`config.mk`:
```
export PLATFORM = sky130hd
export DESIGN_NAME = if_fetch_queue_flat
export DESIGN_NICKNAME = d
export VERILOG_FILES = /design/src/rtl/if_fetch_queue_pkg.sv /design/src/rtl/if_fetch_queue_if.sv /design/src/rtl/if_fetch_queue.sv /design/src/flat_wrapper.sv
export SDC_FILE = /design/constraint.sdc
export NUM_CORES = 1
export LEC_CHECK = 0
export CAP_MARGIN = 40
export CORE_MARGIN = 5
export CORE_UTILIZATION = 53
export DETAILED_ROUTE_END_ITERATION = 8
export GPL_TIMING_DRIVEN = 0
export PLACE_DENSITY = 0.82
export SLEW_MARGIN = 20
export SYNTH_ARGS = -nofsm -noshare
export SYNTH_HDL_FRONTEND = slang
export SYNTH_SLANG_ARGS = --single-unit
```
`constraint.sdc`:
```
create_clock -name clk -period 5.7 [get_ports clk]
set_input_delay 1.14 -clock clk [delete_from_list [all_inputs] [get_ports clk]]
set_output_delay 1.14 -clock clk [all_outputs]
set_load 0.01 [all_outputs]
```
`src/rtl/if_fetch_queue_pkg.sv`:
```
// Shared definitions for the instruction-fetch queue.
//   fq_entry_t : layout of one queue entry {pc, data, filled} at the default widths
//   DEPTH_DEF / AW_DEF / DW_DEF : default queue depth, address width, instruction width
//   cnt_width(): width of occupancy/credit counters, log2(depth)+1, so the value
//                DEPTH itself (queue full, or DEPTH drops owed) is representable
package if_pkg;

    localparam int DEPTH_DEF = 4;
    localparam int AW_DEF    = 32;
    localparam int DW_DEF    = 32;

    typedef struct packed {
        logic [AW_DEF-1:0] pc;
        logic [DW_DEF-1:0] data;
        logic              filled;
    } fq_entry_t;

    function automatic int cnt_width(input int depth);
        return $clog2(depth) + 1;
    endfunction

endpackage

```
`src/rtl/if_fetch_queue_if.sv`:
```
// Bus bundle between the fetch queue, the PC generator, instruction memory and decode.
//   pc/br/stall                   : PC generator side (stall holds pc)
//   imem_req_* / imem_rsp_*       : instruction-memory read request and in-order response
//   inst_valid/inst_data/inst_pc/inst_ready : head of the queue towards decode
// modport slave  : the fetch queue itself
// modport master : the environment around it (PC generator, memory, decode)
interface if_fetch_queue_if
    import if_pkg::*;
#(
    parameter int AW = AW_DEF,
    parameter int DW = DW_DEF
);
    logic [AW-1:0] pc;
    logic          br;
    logic          stall;
    logic          imem_req_valid;
    logic [AW-1:0] imem_req_addr;
    logic          imem_req_ready;
    logic          imem_rsp_valid;
    logic [DW-1:0] imem_rsp_data;
    logic          inst_valid;
    logic [DW-1:0] inst_data;
    logic [AW-1:0] inst_pc;
    logic          inst_ready;

    modport slave (
        input  pc, br, imem_req_ready, imem_rsp_valid, imem_rsp_data, inst_ready,
        output stall, imem_req_valid, imem_req_addr, inst_valid, inst_data, inst_pc
    );

    modport master (
        output pc, br, imem_req_ready, imem_rsp_valid, imem_rsp_data, inst_ready,
        input  stall, imem_req_valid, imem_req_addr, inst_valid, inst_data, inst_pc
    );
endinterface

```
`src/rtl/if_fetch_queue.sv`:
```
// Instruction fetch queue.
// Issues the PC generator's current pc as an instruction-memory read whenever a
// credit is available, keeps the returned instructions (tagged with their pc) in
// an in-order circular queue, and presents the head to decode.  A branch redirect
// (br) flushes every queued entry and converts the responses still in flight into
// drop credits so they are discarded on arrival.
// Ports:
//   clk, rst : clock and asynchronous active-high reset
//   bus      : if_fetch_queue_if.slave (pc/br/stall, imem request/response, decode head)
module if_fetch_queue
    import if_pkg::*;
#(
    parameter int DEPTH = DEPTH_DEF,
    parameter int AW    = AW_DEF,
    parameter int DW    = DW_DEF
) (
    input  logic            clk,
    input  logic            rst,
    if_fetch_queue_if.slave bus
);

    localparam int PW     = $clog2(DEPTH);
    localparam int CW     = cnt_width(DEPTH);
    localparam int PEND_W = CW + 1;

    typedef logic [PW-1:0] ptr_t;
    typedef logic [CW-1:0] cnt_t;

    ptr_t head_reg;
    ptr_t tail_reg;
    ptr_t fill_ptr_reg;
    cnt_t count_reg;
    cnt_t drop_cnt_reg;

    logic [DEPTH-1:0] entry_filled;
    logic [AW-1:0]    entry_pc   [DEPTH];
    logic [DW-1:0]    entry_data [DEPTH];

    logic              credit_ok;
    logic              req_fire;
    logic              deq_fire;
    logic              rsp_fill;
    logic              rsp_drop;
    logic [PEND_W-1:0] pending;
    cnt_t              unfilled;

    // Allocated entries plus responses owed for flushed requests bound everything
    // that can still come back from memory, so every response finds a home.
    assign pending   = {1'b0, count_reg} + {1'b0, drop_cnt_reg};
    assign credit_ok = pending < PEND_W'(DEPTH);

    // Outputs are forced quiet while rst is held, independent of the clock.
    assign bus.imem_req_valid = credit_ok & ~bus.br & ~rst;
    assign bus.imem_req_addr  = bus.pc;
    assign bus.stall          = ~(credit_ok & bus.imem_req_ready) | rst;

    assign req_fire = bus.imem_req_valid & bus.imem_req_ready;

    assign bus.inst_valid = entry_filled[head_reg] & ~bus.br;
    assign bus.inst_data  = entry_data[head_reg];
    assign bus.inst_pc    = entry_pc[head_reg];

    assign deq_fire = bus.inst_valid & bus.inst_ready;

    assign rsp_drop = bus.imem_rsp_valid & (drop_cnt_reg != '0);
    assign rsp_fill = bus.imem_rsp_valid & (drop_cnt_reg == '0);

    // Requests issued but not yet answered.  tail == fill_ptr is ambiguous: it is
    // DEPTH only when the queue is full and its oldest entry still awaits data.
    always_comb begin
        unfilled = cnt_t'(ptr_t'(tail_reg - fill_ptr_reg));
        if ((tail_reg == fill_ptr_reg) && (count_reg == cnt_t'(DEPTH)) &&
            !entry_filled[fill_ptr_reg]) begin
            unfilled = cnt_t'(DEPTH);
        end
    end

    always_ff @(posedge clk or posedge rst) begin
        if (rst) begin
            head_reg     <= '0;
            tail_reg     <= '0;
            fill_ptr_reg <= '0;
            count_reg    <= '0;
            drop_cnt_reg <= '0;
        end else if (bus.br) begin
            // A response arriving in the flush cycle settles one of the owed slots.
            head_reg     <= tail_reg;
            fill_ptr_reg <= tail_reg;
            count_reg    <= '0;
            drop_cnt_reg <= drop_cnt_reg + unfilled - cnt_t'(bus.imem_rsp_valid);
        end else begin
            tail_reg     <= tail_reg + ptr_t'(req_fire);
            head_reg     <= head_reg + ptr_t'(deq_fire);
            fill_ptr_reg <= fill_ptr_reg + ptr_t'(rsp_fill);
            count_reg    <= count_reg + cnt_t'(req_fire) - cnt_t'(deq_fire);
            drop_cnt_reg <= drop_cnt_reg - cnt_t'(rsp_drop);
        end
    end

    // Per-entry storage.  Only the filled flag needs reset; pc/data are
    // qualified by it.  Fill never targets the head being dequeued nor the
    // tail being allocated, so the three updates never collide on one entry.
    genvar gi;
    generate
        for (gi = 0; gi < DEPTH; gi++) begin : g_entry
            logic          filled_reg;
            logic [AW-1:0] pc_reg;
            logic [DW-1:0] data_reg;
            logic          alloc_hit;
            logic          fill_hit;
            logic          deq_hit;

            assign alloc_hit = req_fire & (tail_reg == ptr_t'(gi));
            assign fill_hit  = rsp_fill & (fill_ptr_reg == ptr_t'(gi));
            assign deq_hit   = deq_fire & (head_reg == ptr_t'(gi));

            always_ff @(posedge clk or posedge rst) begin
                if (rst) begin
                    filled_reg <= 1'b0;
                end else if (bus.br) begin
                    filled_reg <= 1'b0;
                end else if (fill_hit) begin
                    filled_reg <= 1'b1;
                end else if (alloc_hit || deq_hit) begin
                    filled_reg <= 1'b0;
                end
            end

            always_ff @(posedge clk) begin
                if (alloc_hit) begin
                    pc_reg <= bus.pc;
                end
                if (fill_hit) begin
                    data_reg <= bus.imem_rsp_data;
                end
            end

            assign entry_filled[gi] = filled_reg;
            assign entry_pc[gi]     = pc_reg;
            assign entry_data[gi]   = data_reg;
        end
    endgenerate

endmodule

```
`src/flat_wrapper.sv`:
```
// flat-port wrapper written by rule: the top's interface ports become plain ports
module if_fetch_queue_flat import if_pkg::*;
#(
    parameter int DEPTH = DEPTH_DEF,
    parameter int AW    = AW_DEF,
    parameter int DW    = DW_DEF
)
  (clk, rst, bus_pc, bus_br, bus_imem_req_ready, bus_imem_rsp_valid, bus_imem_rsp_data, bus_inst_ready, bus_stall, bus_imem_req_valid, bus_imem_req_addr, bus_inst_valid, bus_inst_data, bus_inst_pc);
  if_fetch_queue_if #(.AW(AW), .DW(DW)) bus_i ();
  input  logic clk;
  input  logic rst;
  input wire logic [$bits(bus_i.pc)-1:0] bus_pc;
  input wire logic [$bits(bus_i.br)-1:0] bus_br;
  input wire logic [$bits(bus_i.imem_req_ready)-1:0] bus_imem_req_ready;
  input wire logic [$bits(bus_i.imem_rsp_valid)-1:0] bus_imem_rsp_valid;
  input wire logic [$bits(bus_i.imem_rsp_data)-1:0] bus_imem_rsp_data;
  input wire logic [$bits(bus_i.inst_ready)-1:0] bus_inst_ready;
  output wire logic [$bits(bus_i.stall)-1:0] bus_stall;
  output wire logic [$bits(bus_i.imem_req_valid)-1:0] bus_imem_req_valid;
  output wire logic [$bits(bus_i.imem_req_addr)-1:0] bus_imem_req_addr;
  output wire logic [$bits(bus_i.inst_valid)-1:0] bus_inst_valid;
  output wire logic [$bits(bus_i.inst_data)-1:0] bus_inst_data;
  output wire logic [$bits(bus_i.inst_pc)-1:0] bus_inst_pc;
  assign bus_i.pc = bus_pc;
  assign bus_i.br = bus_br;
  assign bus_i.imem_req_ready = bus_imem_req_ready;
  assign bus_i.imem_rsp_valid = bus_imem_rsp_valid;
  assign bus_i.imem_rsp_data = bus_imem_rsp_data;
  assign bus_i.inst_ready = bus_inst_ready;
  assign bus_stall = bus_i.stall;
  assign bus_imem_req_valid = bus_i.imem_req_valid;
  assign bus_imem_req_addr = bus_i.imem_req_addr;
  assign bus_inst_valid = bus_i.inst_valid;
  assign bus_inst_data = bus_i.inst_data;
  assign bus_inst_pc = bus_i.inst_pc;
  if_fetch_queue #(.DEPTH(DEPTH), .AW(AW), .DW(DW)) u_core (.clk(clk), .rst(rst), .bus(bus_i));
endmodule
```
### Yosys cells after proc, flatten, opt, wreduce, memory -nomap -nowiden

Index checks and enable logic that the tools add are counted.

* flip-flop bits (word level): 272
* bits of input ports: 70
* output and inout bits: 99
* logic and storage cells: 110

* $add $sub $neg: 10
* $lt $le $gt $ge: 4
* equal/unequal tests: 11
* muxes and demuxes: 27
* bitwise operators: 25
* reductions and logical operators: 16

Operators with widths (count)
* 32-bit binary-select mux with 2-bit select: 2
* 32-bit 2-to-1 mux: 4
* 1-bit AND: 20
* 3-bit nonzero test: 5
* 1-bit 2-to-1 mux: 14
* 2-bit == test, second input constant: 6
* 3-bit 2-to-1 mux: 3
* 3-bit by 1-bit subtractor with 3-bit output: 3
* 2-bit by 1-bit adder with 2-bit output: 3
* 2-bit by 1-bit == test with 1-bit output, second input constant: 3
* 2-bit logical NOT: 3
* 2-bit by 3-bit < comparator with 1-bit output, second input constant: 2
* 3-bit by 3-bit adder with 4-bit output: 1
* 1-bit binary-select mux with 2-bit select: 2
* 1-bit logical OR: 4
* 4-bit by 3-bit < comparator with 1-bit output, second input constant: 1
* 2-bit 2-to-1 mux: 2
* 3-bit by 1-bit adder with 3-bit output: 1
* 3-bit adder: 1
* 3-bit == test, second input constant: 1
* 3-bit greater-or-equal comparator, second input constant: 1
* 3-bit logical NOT: 1
* 1-bit NOT: 3
* 2-bit NOT with 3-bit output: 1
* 5 further kinds: 6

### Logic depth before layout (Yosys ltp)

Gate-level depths: netlist (run 1).

* word-level depth: 10
* gate-level depth with buffers: 11

### Worst setup path after synthesis (run 1)

Ideal clock, no wire load.

* kind: input-to-reg
* start point: in rst
* end point: reg u_core.g_entry[0].pc_reg[0] (enable)
* library setup time: 0.461 ns
* data arrival time: 4.093 ns
* required time: 5.239 ns
* path slack: 1.146 ns
* stages: 3
* path buffers: 0
* cells stage by stage: nor4_1 > nand3_1 > nor3_1

* longest elaborated chain between the ends: 4

RTL lines
* from (decl): RTL line flat_wrapper.sv:11 `input logic rst;`
* 1-bit NOT: RTL line if_fetch_queue.sv:53 `assign bus.imem_req_valid = credit_ok & ~bus.br & ~rst;`
* 1-bit AND: RTL line if_fetch_queue.sv:53
* 1-bit AND: RTL line if_fetch_queue.sv:57 `assign req_fire = bus.imem_req_valid & bus.imem_req_ready;`
* 1-bit AND: RTL line if_fetch_queue.sv:113 `assign alloc_hit = req_fire & (tail_reg == ptr_t'(gi));`
* named net u_core.g_entry[0].alloc_hit: RTL line if_fetch_queue.sv:109 `logic alloc_hit;`
* to (signal assigned): RTL line if_fetch_queue.sv:131 `pc_reg <= bus.pc;`
* to (decl): RTL line if_fetch_queue.sv:107 `logic [AW-1:0] pc_reg;`

The timed path passes the listed nets, and every way through them passes these cells.
A chain may end at the register's enable or synchronous reset.

### Worst setup path in the final report (run 1)

* start point: reg u_core.head_reg[1]
* end point: out bus_inst_data[18]

* longest elaborated chain between the ends: 4

RTL lines
* from (decl): RTL line if_fetch_queue.sv:29 `ptr_t head_reg;`
* from (signal assigned): RTL line if_fetch_queue.sv:87 `head_reg <= tail_reg;`
* from (signal assigned): RTL line if_fetch_queue.sv:93 `head_reg <= head_reg + ptr_t'(deq_fire);`
* 2-bit NOT with 3-bit output (implied by the code): RTL line if_fetch_queue.sv:60 `assign bus.inst_data = entry_data[head_reg];`
* 32-bit binary-select mux with 2-bit select: RTL line if_fetch_queue.sv:60
* 32-bit 2-to-1 mux (implied by the code) (2 in series): RTL line if_fetch_queue.sv:60
* to (decl): RTL line flat_wrapper.sv:22 `output wire logic [$bits(bus_i.inst_data)-1:0] bus_inst_data;`

No other way between the ends. The select of a mux whose other input is x is not followed.

==> results of run 1 <==
## metrics by stage
step | setup slack, ns | utilization, % | power [mW] | setup TNS, ns
3_5_place_dp | 1.72 | 65.1 | 3.96 | 0
3_3_place_gp | -1.02 | 64.3 | 3.90 | -32.42
5_1_grt | 1.14 | 69.5 | 5.85 | 0
4_1_cts | 1.26 | 69.4 | 5.63 | 0
6_report | 1.30 | 69.5 | 5.56 | 0
2_1_floorplan | 1.15 | - | 3.27 | 0
## Yosys cell counts, types with 3 or more instances
cell      count  area, sq um
a21oi_1       4         20.0
buf_2         6         30.0
buf_4        32          240
clkbuf_1     13         48.8
dfrtp_1      16          400
edfxtp_1    256         7690
ha_1         13          163
inv_1        23         86.3
mux4_2       66         1490
nand2_1       7         26.3
nand3_1       5         25.0
nor2_1       10         37.5
nor2b_1       4         25.0
o21ai_0       3         15.0
o31ai_1       3         22.5
xnor2_1       4         35.0
xor2_1        5         43.8
## cell families after synthesis
kind of cell	after synthesis	share of synthesized area [%]
buf+inv	75	3.86
compound gates	17	1.06
simple gates	37	1.82
mux	68	14.2
fa+ha+maj	15	1.91
xor+xnor	9	0.744
flops	272	76.4
## worst min path at each step
stage / startpoint / to / slack [ns]
2_1_floorplan: u_core.drop_cnt_reg[2]$_DFF_PP0_ / u_core.drop_cnt_reg[2]$_DFF_PP0_ / 0.49
3_3_place_gp: u_core.drop_cnt_reg[2]$_DFF_PP0_ / u_core.drop_cnt_reg[2]$_DFF_PP0_ / 0.53
3_5_place_dp: u_core.drop_cnt_reg[2]$_DFF_PP0_ / u_core.drop_cnt_reg[2]$_DFF_PP0_ / 0.57
4_1_cts: u_core.drop_cnt_reg[2]$_DFF_PP0_ / u_core.drop_cnt_reg[2]$_DFF_PP0_ / 0.58
5_1_grt: u_core.drop_cnt_reg[2]$_DFF_PP0_ / u_core.drop_cnt_reg[2]$_DFF_PP0_ / 0.61
6_report: u_core.drop_cnt_reg[2]$_DFF_PP0_ / u_core.drop_cnt_reg[2]$_DFF_PP0_ / 0.59
## power groups by stage
stage / Combinational [mW] / Clock [mW] / Sequential, mW
after floorplan: 0.885 / 0 / 2.38
after global placement: 1.51 / 0 / 2.39
after detailed placement: 1.56 / 0 / 2.40
after CTS: 1.58 / 1.70 / 2.36
after global routing: 1.69 / 1.79 / 2.37
final: 1.55 / 1.66 / 2.36
## worst reg2reg max path, cell delays in order (launching register included)
cell and delay (ns):
dfrtp_1 0.49, inv_1 0.10, ha_1 0.32, or4bb_1 0.45, o31ai_1 0.25, ha_1 0.16, inv_1 0.05, fa_1 0.43
xnor2_1 0.16, or4_1 0.54, a31oi_1 0.22, xnor2_1 0.14
## area by class of cell
cell class | count | area, sq um | share of cell area (%)
clock inverters | 12 | 113 | 0.827
plain buffers | 52 | 323 | 2.37
inverters | 23 | 86.3 | 0.634
multi-input cells | 146 | 2120 | 15.6
clock buffers | 36 | 729 | 5.36
well taps | 265 | 332 | 2.44
flip-flops and latches | 272 | 8090 | 59.4
repair buffers | 176 | 1820 | 13.4
## per-layer routing
layer	GRT usage (%)	wire length [microns]	up-vias
met3	3.02	1250	30
met2	33.1	11300	169
li1	-	-	2375
met1	24.8	8060	2768
met4	4.35	352	0
met5	0	0	-
==> results.py, run 1 <==
metrics = {
    "critical_path": {
        "critPathKind": "reg -> out",
        "crit_path_top_delay_cell": "clkbuf_1",
        "critical_path.most_common_cell": "clkbuf_1",
        "required_ns": 4.56,
        "cp-startpoint": "u_core.head_reg[1]$_DFF_PP0_",
        "r2r_cells": 11,
        "critPathMaxFanout": 10,
        "cpPeakStageDelay_ns": 0.55,
        "r2r_setup_slack_ns": 2.31,
        "crit_end": "bus_inst_data[18]",
        "r2r_end": "u_core.drop_cnt_reg[2]$_DFF_PP0_",
        "crit_arrival_ns": 3.26,
        "endpoint_kind": "output pin",
        "path_buf_inv": 4,
        "critPathLaunchType": "flip-flop",
        "crit_chain": "clkbuf_1 -> clkbuf_1 -> clkbuf_1 -> mux4_2 -> clkdlybuf4s50_1",
        "path_depth": 5,
        "cp_top_family": "buffers and inverters",
        "worstReg2RegStart": "u_core.tail_reg[0]$_DFFE_PP0N_",
    },
    "clock_tree": {
        "htreeDepth": 1,
        "cts_root_buffer": "clkbuf_16",
        "cts_tree": "built",
        "numCtsBuffers": 26,
        "clk_path_buf_depth": 3,
        "post_cts_buffers": 0,
        "clk_pin_slew_ns": 0.07,
        "cts_resized": 0,
        "cts_hold_buf": 0,
        "clock_latency_ns": 0.51,
        "clock_sinks": 272,
    },
    "timing": {
        "finalHoldViolCount": 0,
        "setup_viol_count_final": 0,
        "drv_slew": 0,
        "max_freq_mhz": 227,
        "hold_ws_ns": 0.587,
        "worst_clock_skew_ns": 0.00997,
        "slew_headroom_pct": 46.7,
        "period_minus_slack_ns": 4.40,
        "worst_pin_slew_ns": 0.798,
        "rsz0062_at_grt": "no",
        "period_share_pct": 77.2,
    },
    "yosys": {
        "syn_nets": 578,
        "ys_async_sr_fraction_pct": 5.88,
        "netlist_area_sq_um": 10600,
        "yosys_most_used_dff": "edfxtp_1",
        "synth-edff-count": 256,
        "synth_cells": 493,
        "ys_ff_latch": 272,
        "yosysWarnings": 0,
        "ys_seq_area_share_pct": 76.4,
        "yosysUniqueCellTypes": 34,
        "synth_area_per_cell_sq_um": 21.5,
    },
    "place": {
        "port_buffers": 168,
        "dp_hpwl_microns": 14300,
        "gp_congestion": 0.824,
        "dp.cells": 933,
        "dpl_cell_area_sq_um": 12800,
    },
    "global_routing": {
        "grt_pass1_vias": 5826,
        "grt_usage_pct": 18.7,
        "grt_pass1_wl_microns": 32600,
        "antenna_found_initial": 0,
        "grt_max_degree": 33,
        "grt_overflow": 0,
    },
    "power": {
        "pwr-share-comb_pct": 27.8,
        "seq_power_share_pct": 42.4,
        "irDropWorstVdd_mv": 0.297,
        "p_leak_nw": 4.62,
        "p_sw_share_pct": 25.8,
        "p_switching_mw": 1.43,
        "powerDensity_nw_per_um2": 409,
        "p_int_mw": 4.13,
        "power_frac_clock_pct": 29.8,
    },
    "cells_and_area": {
        "layout.nets": 782,
        "final_cell_mix": "256 x edfxtp_1, 168 x clkdlybuf4s50_1, 66 x mux4_2",
        "fillCellCount": 1228,
        "n_antenna_cell": 0,
        "finalInstanceArea_sq_um": 13600,
        "area_growth_pct": 28.5,
        "final_common_cell": "edfxtp_1",
        "layout-drive-gt1-share_pct": 22.5,
        "final_cells": 982,
    },
    "routing": {
        "route.detailed.drc": 0,
        "drtAntennaViolNets": 0,
        "totalWireLength_microns": 21000,
        "wire_per_inst_microns": 21.4,
        "routed-via-count": 5342,
        "viasPerCell": 5.44,
        "first_iter_violations": 392,
        "firstDrtPassIters": 5,
    },
    "run_status": {
        "status": "completed",
    },
    "floorplanning": {
        "die-area_sq_um": 22900,
        "core_area_sq_um": 19600,
        "boundaryPins": 169,
        "chipHeight_microns": 151,
        "num_rows": 51,
        "start_util_pct": 54.1,
        "fp.dieW_microns": 151,
    },
    "worst_hold_path": {
        "hold_depth": 1,
        "hold_class": "reg -> reg",
    },
    "run": {
        "max_cap_violations": 0,
    },
}
No activity file was read; power rests on OpenSTA's default activity.
==> run 2: changes to the inputs <==
==> constraint.sdc (replaced) <==
create_clock -name clk -period 4.5 [get_ports clk]
set_input_delay 0.9 -clock clk [delete_from_list [all_inputs] [get_ports clk]]
set_output_delay 0.9 -clock clk [all_outputs]
set_load 0.01 [all_outputs]
==> results of run 2 <==
The final DEF is identical to that of run 1. Status: completed.
Main changes from that run: setup slack after placement 1.72 ns -> 0.823 ns; setup slack after layout 1.30 ns -> 0.340 ns; register-to-register setup slack 2.31 ns -> 1.11 ns; total power 5.56 mW -> 7.05 mW; worst IR drop on VDD 0.297 mV -> 0.376 mV
==> run 3: changes to the inputs <==
--- a/config.mk
+++ b/config.mk
@@ -7,10 +7,10 @@
 export LEC_CHECK = 0
 export CAP_MARGIN = 40
 export CORE_MARGIN = 5
-export CORE_UTILIZATION = 53
+export CORE_UTILIZATION = 38
 export DETAILED_ROUTE_END_ITERATION = 8
 export GPL_TIMING_DRIVEN = 0
-export PLACE_DENSITY = 0.82
+export PLACE_DENSITY = 0.63
 export SLEW_MARGIN = 20
 export SYNTH_ARGS = -nofsm -noshare
 export SYNTH_HDL_FRONTEND = slang
==> run 3 against run 2 <==
- wire length grew 1.1%
- die area rose by 37%
- maximum frequency is 1.7% lower
- register-to-register slack is essentially flat
- count of clock-buffer cells in the layout shrank 3
- clock power up 4%
- utilization shrank 19 points
- first-iteration DRC count shrank 21%
- non-clock buffer count up 3
==> results.py, run 3 (synthesized netlist as in run 1, its figures left out) <==
metrics = {
    "run_status": {
        "status": "completed",
    },
    "routing": {
        "firstDrtPassIters": 4,
        "viasPerCell": 4.82,
        "drtAntennaViolNets": 0,
        "first_iter_violations": 309,
        "wire_per_inst_microns": 19.3,
        "routed-via-count": 5311,
        "totalWireLength_microns": 21200,
        "route.detailed.drc": 0,
    },
    "floorplanning": {
        "core_area_sq_um": 27600,
        "fp.dieW_microns": 177,
        "start_util_pct": 38.3,
        "num_rows": 61,
        "chipHeight_microns": 177,
        "boundaryPins": 169,
        "die-area_sq_um": 31300,
    },
    "cells_and_area": {
        "layout-drive-gt1-share_pct": 23.1,
        "n_antenna_cell": 0,
        "final_util_pct": 50.1,
        "area_growth_pct": 30.7,
        "final_cells": 1102,
        "register_area_sq_um": 8090,
        "final_cell_mix": "256 x edfxtp_1, 168 x clkdlybuf4s50_1, 66 x mux4_2",
        "fillCellCount": 2252,
        "final_common_cell": "edfxtp_1",
        "layout.nets": 787,
        "multi_input_area_sq_um": 2120,
    },
    "place": {
        "port_buffers": 168,
        "dp.cells": 1050,
        "dp_hpwl_microns": 14800,
        "gp_congestion": 0.805,
    },
    "global_routing": {
        "grt_pass1_vias": 5856,
        "grt_max_degree": 30,
        "grt_overflow": 0,
        "antenna_found_initial": 0,
        "grt_pass1_wl_microns": 33100,
        "grt_usage_pct": 13.5,
    },
    "critical_path": {
        "required_ns": 3.60,
        "critPathLaunchType": "flip-flop",
        "critPathKind": "reg -> out",
        "critical_path.most_common_cell": "clkbuf_1",
        "crit_chain": "clkbuf_1 -> clkbuf_1 -> clkbuf_1 -> mux4_2 -> clkdlybuf4s50_1",
        "path_buf_inv": 4,
        "worstReg2RegStart": "u_core.tail_reg[0]$_DFFE_PP0N_",
        "endpoint_kind": "output pin",
        "crit_arrival_ns": 3.33,
        "crit_path_top_delay_cell": "clkbuf_1",
        "cp_top_family": "buffers and inverters",
        "cpPeakStageDelay_ns": 0.58,
        "critPathMaxFanout": 10,
        "cp-startpoint": "u_core.head_reg[1]$_DFF_PP0_",
    },
    "clock_tree": {
        "numCtsBuffers": 28,
        "clock_sinks": 272,
        "cts_hold_buf": 0,
        "clk_path_buf_depth": 3,
        "cts_resized": 0,
        "clock_latency_ns": 0.52,
        "cts_root_buffer": "clkbuf_16",
        "clk_pin_slew_ns": 0.06,
        "post_cts_buffers": 0,
        "htreeDepth": 1,
        "cts_tree": "built",
    },
    "power": {
        "p_total_mw": 7.13,
        "powerDensity_nw_per_um2": 515,
        "seq_power_share_pct": 41.8,
        "p_sw_share_pct": 26.0,
        "power_frac_clock_pct": 30.6,
        "irDropWorstVdd_mv": 0.268,
        "p_leak_nw": 4.65,
        "p_switching_mw": 1.85,
        "pwr-share-comb_pct": 27.6,
        "p_int_mw": 5.27,
    },
    "run": {
        "max_cap_violations": 0,
    },
    "timing": {
        "period_minus_slack_ns": 4.23,
        "worst_clock_skew_ns": 0.0197,
        "rsz0062_at_grt": "no",
        "period_share_pct": 94.1,
        "tns_ns": 0,
        "drv_slew": 0,
        "slew_headroom_pct": 54.1,
        "setup_viol_count_final": 0,
        "finalHoldViolCount": 0,
        "max_freq_mhz": 236,
        "worst_pin_slew_ns": 0.688,
    },
    "worst_hold_path": {
        "min_from": "u_core.drop_cnt_reg[2]$_DFF_PP0_",
        "hold_class": "reg -> reg",
    },
}
==> run 3: cell count changes in the layout (fill, tap and decap cells not counted) <==
| cell | change |
|---|---|
| clkbuf_16 | +2 |
| clkbuf_8 | -2 |
| clkinv_2 | +1 |
| buf_16 | -3 |
| clkinvlp_4 | +2 |
| clkinv_1 | +4 |
| buf_12 | +6 |
| clkbuf_1 | -3 |
==> run 3: stage by stage <==
step | area, sq um | hold WS, ns | setup slack [ns]
final | 13800 | 0.546 | 0.267
after global routing | 13800 | 0.565 | 0.0801
after CTS | 13800 | 0.542 | 0.132
after detailed placement | 12900 | 0.525 | 0.719
after global placement | 12700 | 0.527 | -2.24
after floorplan | 10600 | 0.487 | 0.186
==> run 3: power groups by stage <==
stage | Clock [mW] | Sequential, mW | Combinational, mW
after floorplan | 0 | 3.02 | 1.12
after CTS | 2.25 | 2.98 | 2.03
after global routing | 2.36 | 2.99 | 2.14
final | 2.18 | 2.98 | 1.97
after global placement | 0 | 3.03 | 1.95
after detailed placement | 0 | 3.03 | 2.02
==> run 3: path summary, 6_finish.rpt <==
check                                                   endpoint  slack, ns  cells past startpoint
worst max-delay path                           bus_inst_data[14]       0.27                      5
worst min-delay path            u_core.drop_cnt_reg[2]$_DFF_PP0_       0.55                      1
worst max register to register  u_core.drop_cnt_reg[2]$_DFF_PP0_       1.11                     11
worst min register to register  u_core.drop_cnt_reg[2]$_DFF_PP0_       0.55                      1
max in group asynchronous       u_core.fill_ptr_reg[0]$_DFF_PP0_       3.26                      2
min in group asynchronous       u_core.drop_cnt_reg[2]$_DFF_PP0_       0.82                      2
==> run 3: metal layers <==
layer | track usage, % | share of wire [%] | up-vias
met2 | 24.9 | 55 | 123
met3 | 2.44 | 4.6 | 34
li1 | - | - | 2378
met1 | 16.5 | 38 | 2776
met4 | 3.45 | 2.3 | 0
met5 | 0 | 0 | -
==> run 3: final cells by class <==
| type | instances | share of cell area [%] |
|---|---|---|
| well taps | 378 | 3.42 |
| multi-input cells | 146 | 15.3 |
| repair buffers | 179 | 13.4 |
| clock buffers | 33 | 5.35 |
| plain buffers | 52 | 2.33 |
| flip-flops and latches | 272 | 58.4 |
| clock inverters | 19 | 1.07 |
| inverters | 23 | 0.624 |
